===== src/rtl/udp_tx_framer.sv =====
// udp_tx_framer: UDP/IPv4 Ethernet transmit framer.
// Streams preamble/SFD, MAC, IPv4 and UDP headers, payload read from the TX RAM,
// zero pad and CRC-32 FCS onto the MAC byte interface, then holds an
// inter-frame gap before reporting completion.
module udp_tx_framer #(
    parameter logic [47:0] BOARD_MAC  = 48'h000a3501fec0,
    parameter logic [31:0] BOARD_IP   = 32'hc0a80002,
    parameter logic [15:0] BOARD_PORT = 16'h1f90,
    parameter int unsigned IFG_CYCLES = 12
) (
    input  logic        clk,
    input  logic        clr,
    input  logic        tx_start,
    input  logic [15:0] tx_data_length,
    input  logic [47:0] pc_mac,
    input  logic [31:0] pc_IP,
    input  logic [15:0] pc_port,
    output logic [8:0]  ram_rd_addr,
    input  logic [31:0] ram_data,
    output logic [7:0]  dataout,
    output logic        e_txen,
    output logic        tx_busy,
    output logic        tx_done,
    output logic [3:0]  tx_state
);

    localparam logic [3:0] IDLE     = 4'd0;
    localparam logic [3:0] CHKSUM   = 4'd1;
    localparam logic [3:0] PREAMBLE = 4'd2;
    localparam logic [3:0] MAC      = 4'd3;
    localparam logic [3:0] TYPE     = 4'd4;
    localparam logic [3:0] IP_HDR   = 4'd5;
    localparam logic [3:0] UDP_HDR  = 4'd6;
    localparam logic [3:0] DATA     = 4'd7;
    localparam logic [3:0] PAD      = 4'd8;
    localparam logic [3:0] FCS      = 4'd9;
    localparam logic [3:0] IFG      = 4'd10;

    logic [3:0]       state;
    logic [10:0]      cnt;
    logic [15:0]      len_l;
    logic [47:0]      mac_l;
    logic [31:0]      ip_l;
    logic [15:0]      port_l;
    logic [15:0]      ip_id;
    logic [31:0]      acc;
    logic [15:0]      chk;
    logic [31:0]      crc;
    logic [23:0]      hold;
    logic [15:0]      tot_len;
    logic [10:0]      plen;
    logic [41:0][7:0] hdr;
    logic [7:0]       nxt_byte;
    logic             nxt_en;
    logic             crc_en;

    function automatic logic [31:0] crc8(input logic [31:0] c, input logic [7:0] d);
        logic [31:0] r;
        r = c ^ {24'h0, d};
        for (int unsigned i = 0; i < 8; i++)
            r = r[0] ? ((r >> 1) ^ 32'hedb88320) : (r >> 1);
        return r;
    endfunction

    assign tot_len  = len_l + 16'd20;
    assign plen     = 11'(len_l - 16'd8);
    assign tx_state = state;

    // MAC, TYPE, IP_HDR and UDP_HDR share one running byte index (0..41) into this vector
    assign hdr = {mac_l, BOARD_MAC, 16'h0800,
                  16'h4500, tot_len, ip_id, 16'h4000, 16'h8011, chk, BOARD_IP, ip_l,
                  BOARD_PORT, port_l, len_l, 16'h0000};

    // Select the byte to register onto the MAC interface this cycle
    always_comb begin
        nxt_byte = '0;
        nxt_en   = 1'b0;
        crc_en   = 1'b0;
        case (state)
            PREAMBLE: begin
                nxt_en   = 1'b1;
                nxt_byte = (cnt == 11'd7) ? 8'hd5 : 8'h55;
            end
            MAC, TYPE, IP_HDR, UDP_HDR: begin
                nxt_en   = 1'b1;
                crc_en   = 1'b1;
                nxt_byte = hdr[6'd41 - cnt[5:0]];
            end
            DATA: begin
                nxt_en   = 1'b1;
                crc_en   = 1'b1;
                nxt_byte = (cnt[1:0] == 2'd0) ? ram_data[31:24] : hold[23:16];
            end
            PAD: begin
                nxt_en = 1'b1;
                crc_en = 1'b1;
            end
            FCS: begin
                nxt_en = 1'b1;
                case (cnt[1:0])
                    2'd0:    nxt_byte = ~crc[7:0];
                    2'd1:    nxt_byte = ~crc[15:8];
                    2'd2:    nxt_byte = ~crc[23:16];
                    default: nxt_byte = ~crc[31:24];
                endcase
            end
            default: ;
        endcase
    end

    // Frame sequencer, header checksum, CRC accumulation and registered outputs
    always_ff @(posedge clk) begin
        if (clr) begin
            state       <= IDLE;
            cnt         <= '0;
            dataout     <= '0;
            e_txen      <= 1'b0;
            tx_busy     <= 1'b0;
            tx_done     <= 1'b0;
            ram_rd_addr <= '0;
            ip_id       <= '0;
            len_l       <= '0;
            mac_l       <= '0;
            ip_l        <= '0;
            port_l      <= '0;
            acc         <= '0;
            chk         <= '0;
            crc         <= '1;
            hold        <= '0;
        end else begin
            dataout <= nxt_byte;
            e_txen  <= nxt_en;
            tx_done <= 1'b0;
            if (crc_en)
                crc <= crc8(crc, nxt_byte);
            case (state)
                IDLE: begin
                    if (tx_start && tx_data_length >= 16'd9 && tx_data_length <= 16'd1480) begin
                        len_l   <= tx_data_length;
                        mac_l   <= pc_mac;
                        ip_l    <= pc_IP;
                        port_l  <= pc_port;
                        tx_busy <= 1'b1;
                        cnt     <= '0;
                        state   <= CHKSUM;
                    end
                end
                CHKSUM: begin
                    cnt <= cnt + 11'd1;
                    case (cnt[1:0])
                        2'd0: begin
                            acc <= 32'h4500 + 32'(tot_len) + 32'(ip_id) + 32'h4000 + 32'h8011;
                            ram_rd_addr <= '0;
                            crc <= '1;
                        end
                        2'd1: acc <= acc + 32'(BOARD_IP[31:16]) + 32'(BOARD_IP[15:0])
                                         + 32'(ip_l[31:16]) + 32'(ip_l[15:0]);
                        2'd2: acc <= 32'(acc[15:0]) + 32'(acc[31:16]);
                        default: begin
                            chk   <= ~(acc[15:0] + acc[31:16]);
                            cnt   <= '0;
                            state <= PREAMBLE;
                        end
                    endcase
                end
                PREAMBLE: begin
                    cnt <= cnt + 11'd1;
                    if (cnt == 11'd7) begin
                        cnt   <= '0;
                        state <= MAC;
                    end
                end
                MAC: begin
                    cnt <= cnt + 11'd1;
                    if (cnt == 11'd11) state <= TYPE;
                end
                TYPE: begin
                    cnt <= cnt + 11'd1;
                    if (cnt == 11'd13) state <= IP_HDR;
                end
                IP_HDR: begin
                    cnt <= cnt + 11'd1;
                    if (cnt == 11'd33) state <= UDP_HDR;
                end
                UDP_HDR: begin
                    cnt <= cnt + 11'd1;
                    if (cnt == 11'd41) begin
                        cnt   <= '0;
                        state <= DATA;
                    end
                end
                DATA: begin
                    // Next word is addressed while the current one is first used, so it
                    // is on ram_data by the following word's first byte; lanes 1..3 come
                    // from the held copy.
                    cnt <= cnt + 11'd1;
                    if (cnt[1:0] == 2'd0) begin
                        hold <= ram_data[23:0];
                        if ((cnt + 11'd4) < plen)
                            ram_rd_addr <= ram_rd_addr + 9'd1;
                    end else begin
                        hold <= {hold[15:0], 8'h00};
                    end
                    if (cnt == plen - 11'd1) begin
                        if (plen < 11'd18) begin
                            state <= PAD;
                        end else begin
                            cnt   <= '0;
                            state <= FCS;
                        end
                    end
                end
                PAD: begin
                    // cnt continues from the payload count, so pad ends at byte 17
                    cnt <= cnt + 11'd1;
                    if (cnt == 11'd17) begin
                        cnt   <= '0;
                        state <= FCS;
                    end
                end
                FCS: begin
                    cnt <= cnt + 11'd1;
                    if (cnt == 11'd3) begin
                        cnt   <= '0;
                        state <= IFG;
                    end
                end
                IFG: begin
                    cnt <= cnt + 11'd1;
                    if (cnt == 11'(IFG_CYCLES - 1)) begin
                        cnt     <= '0;
                        tx_done <= 1'b1;
                        tx_busy <= 1'b0;
                        ip_id   <= ip_id + 16'd1;
                        state   <= IDLE;
                    end
                end
                default: state <= IDLE;
            endcase
        end
    end

endmodule


===== config.mk =====
export PLATFORM = sky130hd
export DESIGN_NAME = udp_tx_framer
export DESIGN_NICKNAME = d
export VERILOG_FILES = /design/src/rtl/udp_tx_framer.sv
export SDC_FILE = /design/constraint.sdc
export NUM_CORES = 1
export LEC_CHECK = 0
export BUFFER_PORTS_ARGS = -buffer_cell sky130_fd_sc_hd__buf_2
export CELL_PAD_IN_SITES_DETAIL_PLACEMENT = 1
export CELL_PAD_IN_SITES_GLOBAL_PLACEMENT = 1
export CORE_ASPECT_RATIO = 0.6
export CORE_UTILIZATION = 41
export DETAILED_ROUTE_END_ITERATION = 10
export GPL_TIMING_DRIVEN = 0
export HOLD_SLACK_MARGIN = 0.12
export PLACE_DENSITY = 0.76
export SLEW_MARGIN = 20
export SYNTH_ARGS = -nofsm -noshare
export SYNTH_HDL_FRONTEND = slang
export SYNTH_SLANG_ARGS = --single-unit

===== constraint.sdc =====
create_clock -name clk -period 3.6 [get_ports clk]
set_input_delay 0.18 -clock clk [delete_from_list [all_inputs] [get_ports clk]]
set_output_delay 0.18 -clock clk [all_outputs]
set_load 0.01 [all_outputs]

After elaboration in Yosys (flattened, before gate mapping). Index checks and enable logic that the tools add are counted. Widths: inputs -> output; s select.

Bits in registers: 267. Bits of input ports: 147. Word-level logic and storage cells: 163.

Add/subtract/negate cells: 18. Order comparisons: 5. Equal/unequal tests: 34. Multiplexer cells: 52. Bitwise logic cells: 16. Reductions and logical operators: 22.

Operators by type and width (count): $mux 32 (11); $not 13->14 (8); $mux 11 (9); $pmux 11 s9 (1); $pmux 32 s3 (1); $add 32x16->32 (2); $bmux 8 s6 (1); $mux 4 (11); $pmux 4 s11 (1); $add 32x16->32 const B (1); $add 32x2->32 const B (1); $not 8->8 (4); $pmux 8 s4 (1); $xor 32x8->32 (1); $ne 2x2->1 const B (14); $mux 9 (3); $mux 24 (1); $mux 8 (3); $pmux 8 s3 (1); $eq 11x4->1 const B (2); $eq 11x6->1 const B (2); $add 19x16->20 const B (1); $add 18x15->19 const B (1); $add 17x16->18 (1); 46 further kinds (65).

Depth between registers and ports, before layout.
Depth in word-level cells: 24. Gate-level depth with buffers: 19.

Worst setup path before layout. No wires, ideal clock.

Kind: register to register. Start point: reg cnt[1]. End point: reg crc[26]. Setup time: 139 ps. Data arrival time: 3889 ps. Required time: 3461 ps. Setup slack: -428 ps. Cell stages (with the launch flop): 17. Cells stage by stage: dfxtp_1 > buf_6 > buf_6 > inv_2 > buf_2 > ha_1 > inv_1 > or4_1 > o221ai_1 > o221ai_1 > o2111a_1 > a211oi_4 > xnor2_1 > xor3_1 > xor2_1 > nor2_1 > o21ai_1.

Word-level cells in the longest chain between the ends: 20. Elaborated cells on any way between the ends: 29. Those cells by class: add/sub: 1; eq/ne: 3; mux: 17; bitwise: 7; reduce/logical: 1.

RTL lines: start: declaration (line 40) `logic [10:0] cnt;`; start signal: assignment (line 149) `cnt <= cnt + 11'd1;`; start signal: assignment (line 167) `cnt <= cnt + 11'd1;`; start signal: assignment (line 174) `cnt <= cnt + 11'd1;`; $sub 6x6->6 (line 87) `nxt_byte = hdr[6'd41 - cnt[5:0]];`; $bmux 8 s6 (line 87); $mux 8 (implied by the code) (line 87); $pmux 8 s4 (line 79) `case (state)`; $xor 32x8->32 (line 59) `r = c ^ {24'h0, d};`; $mux 32 (3 in a row) (line 61) `r = r[0] ? ((r >> 1) ^ 32'hedb88320) : (r >> 1);`; $not 13->14 (no source line); $mux 32 (line 61); $not 13->14 (no source line); $mux 32 (2 in a row) (line 61); $not 13->14 (no source line); $mux 32 (line 61); $not 13->14 (no source line); $mux 32 (line 61); $mux 32 (line 134) `if (crc_en)`; $mux 32 (line 150) `case (cnt[1:0])`; $mux 32 (*) (line 136) `case (state)`; end signal: assignment (line 135) `crc <= crc8(crc, nxt_byte);`; end: declaration (line 48) `logic [31:0] crc;`.

Every way passes the cells marked *; elsewhere a longest branch is shown, timed or not. The select of a mux whose other input is x is not followed. A chain may end at the register's enable or synchronous reset.

Worst setup path after layout.
Start point: reg acc[2]. End point: reg acc[20].

Word-level cells in the longest chain between the ends: 5.

RTL lines: start: declaration (line 46) `logic [31:0] acc;`; start signal: assignment (line 152) `acc <= 32'h4500 + 32'(tot_len) + 32'(ip_id) + 32'h4000 + 32'h8011;`; start signal: assignment (line 156) `2'd1: acc <= acc + 32'(BOARD_IP[31:16]) + 32'(BOARD_IP[15:0])`; start signal: assignment (line 158) `2'd2: acc <= 32'(acc[15:0]) + 32'(acc[31:16]);`; $add 32x16->32 (line 156); $add 32x2->32 (line 156); $add 32x16->32 (2 in a row) (line 157) `+ 32'(ip_l[31:16]) + 32'(ip_l[15:0]);`; $pmux 32 s3 (line 150).

No other way between the ends.

==> flow_summary.ini <==
[status]
status = finished with violations
violations = negative setup slack

[die]
die_h_um = 163
io-pin-count = 171
coreArea_sq_um = 42400
start_util_pct = 42.0
dieArea_sq_um = 44300
die_x_um = 271
fp-row-count = 58

[synth]
yosysUniqueCellTypes = 96
netlist_area_sq_um = 17800
synth_nets = 2457
synth_seq_cells = 267
synth.area.top_cells = dfxtp_1 (30%), ha_1 (7.9%), nand2_1 (7.3%)
netlist_instances = 2178
synth_top_cell_by_area = dfxtp_1
ys_async_sr_fraction_pct = 0
syn_avg_cell_area_sq_um = 8.18
ys.warnings.count = 0
yosysSeqAreaShare_pct = 30.0
synth_top_area_share_pct = 30.0
synth_edf_count = 0
synthFlopType = dfxtp_1

[power_and_ir_drop]
ir_drop_mv = 0.356
switching_share_pct = 27.3
seqPwrFrac_pct = 45.0
p_switching_mw = 1.80
pwr-share-clk_pct = 44.8
power_frac_comb_pct = 10.2
p_leak_nw = 9.88
cellPowerDensity_nw_per_um2 = 263
total_power_mw = 6.61
p_int_mw = 4.80

[detailed_routing]
drtIter0Drc = 2695
vias_per_cell = 6.35
dr.pass1.iters = 6
vias = 20700
route.detailed.drc = 0
wl_per_cell_um = 29.4
wl_um = 95900
ant_nets = 0

[global_route]
grt_busiest_layer = met2
grt_pass1_vias = 20300
grt_pass1_wl_um = 131000
gr-usage-met1_pct = 54.4
antenna_found_initial = 4
grt_max_degree = 16
use_met3_pct = 12.0
use_met2_pct = 58.2
grt_use_total_pct = 39.4
grt_overflow = 0

[sta]
fin_ws_ps = -619
clock_skew_ps = 34.4
maxSlewViolCount = 0
max_clock_freq_mhz = 237
hold_viol = 0
rsz0062_at_grt = true
setup_viol = 55
holdWs_ps = 359
post-route-period-util_pct = 117
period_minus_slack_ps = 4220
max-slew-margin-rel_pct = 10.9
finalSetupTns_ps = -17610
worst_pin_slew_ps = 1340

[run]
drv_cap = 0

[finish]
multiInputGateArea_sq_um = 13300
nets = 2950
final_area_sq_um = 25100
drive_above_1_share_pct = 27.5
ff_latch_area_sq_um = 5390
n_fill_cell = 4883
area_growth_pct = 41.0

[worst_setup_path]
required_ps = 4130
cp.arrival_ps = 4750
worst-setup-path-type = flip-flop to flip-flop
reg2reg_depth = 18
critPathLaunchType = flip-flop
endpoint_kind = flip-flop
critical_path.max_fanout = 3

[cts]
cts_root_buffer = clkbuf_16
cts_tree = done
numCtsBuffers = 28
cts.sinks = 267
clkTransAtPathRegs_ps = 70
clk_latency_ps = 610
h-tree-depth = 1
clock_path_buffers = 3

[min_path]
hold_class = primary input to flip-flop
hold_depth = 4

[placement]
io_buffers = 169
dp_hpwl_um = 60600
place_area_sq_um = 19500
place_congestion = 0.985
[cell type report]
type                       count  share of cell area [%]
tap                          570                    2.84
antenna                        4                  0.0399
buffer                       133                    3.16
clock inverter                 9                   0.304
multi-input combinational   1684                    53.0
timing repair buffer         467                    14.5
clock buffer                  42                    3.20
sequential                   267                    21.4
inverter                      90                    1.50
[cells in the mapped netlist (12+ instances only)]
cell / instances
and3_1: 16
fa_1: 20
nand2_1: 348
mux4_2: 13
o21ai_1: 14
nand2b_1: 23
nor2b_1: 27
clkbuf_1: 95
xnor2_1: 101
a211oi_1: 54
o21ai_0: 65
mux2_2: 16
nor4_1: 14
nor2_1: 161
a21o_1: 15
o211ai_1: 28
mux2i_1: 59
a21oi_1: 211
nand4_1: 17
o221ai_1: 12
or3_1: 16
buf_2: 17
inv_1: 86
xor2_1: 39
dfxtp_1: 267
nand3_1: 49
ha_1: 112
nor3_1: 35
[critical path, cell delays in order, from the launching register on]
cell and delay, ps:
dfxtp_4 370, fa_2 410, fa_1 540, buf_4 130, inv_2 40, fa_2 390, nor2b_2 180, o21ai_2 100
a21boi_2 180, o21a_1 190, o21ai_2 100, a21oi_2 180, o311a_1 260, buf_4 150, o21a_4 180, o211ai_1 140
buf_4 220, a21oi_4 150, mux2i_1 230
[power by group through the flow]
stage                     Clock [mW]  Combinational (mW)  Sequential [mW]
final                           2.96               0.671             2.98
after global routing            3.06               0.687             2.97
after CTS                       2.92               0.589             2.98
after detailed placement           0               0.430             3.05
after global placement             0               0.422             3.05
after floorplan                    0               0.210             3.04
[state kept, by name, summed over array words and instances (netlist names), 11 cells and up]
signal / count
cnt: 11
ip_id: 16
chk: 16
mac_l: 48
len_l: 16
hold: 24
ip_l: 32
port_l: 16
crc: 32
acc: 32
[per-layer routing]
| layer | share of wire [%] | vias to the layer above |
|---|---|---|
| met5 | 0.013 | - |
| met4 | 4.4 | 2 |
| met3 | 13 | 336 |
| met2 | 42 | 1430 |
| met1 | 41 | 10300 |
| li1 | - | 8688 |
[path summary, 6_finish.rpt]
| check | start | to | slack [ps] |
|---|---|---|---|
| max | acc[2] | acc[20] | -620 |
| min | pc_IP[12] | ip_l[12] | 360 |
| max reg2reg | acc[2] | acc[20] | -620 |
| min reg2reg | hold[3] | hold[3] | 450 |
[stage by stage]
stage	instances	utilization (%)	setup WS, ps
3_3_place_gp	2917	46.0	-1650
5_1_grt	3265	59.3	-689
3_5_place_dp	2918	46.0	-1570
6_report	3266	59.3	-619
2_1_floorplan	2178	-	-41.8
4_1_cts	3218	56.8	-295
[placed cells by master (no fill, tap or decap), drive strengths merged, types with 30 or more instances in the layout]
master       Yosys  routed
ha             112     112
a211oi          55      55
a21oi          214     214
clkbuf          95     133
dlygate4sd3      0     131
inv             89      84
buf             42     378
nand3           49      49
nor2           162     162
xor2            45      45
mux2i           59      59
o21ai           79      79
xnor2          109     109
nor3            36      36
nand2          349     349
o211ai          30      30
dfxtp          267     267
[repair_timing]
action	4_1_cts	5_1_grt
hold buffers	131	0
setup buffers	122	51
pin swaps	96	110
endpoints found under the setup margin	80	74
resized for setup	312	156
endpoints found under the hold margin	131	0
cloned	1	1
[cell families after synthesis]
group | count (synthesis) | synth area share [%]
muxes | 88 | 5.97
AOI/OAI and AO/OA | 553 | 20.3
and+or+nand+nor | 751 | 19.0
adders and majority gates | 132 | 10.1
DFF | 267 | 30.0
xor gates and xnor gates | 160 | 9.26
buffers and inverters | 227 | 5.35
Power figures use the tool's default switching activity.
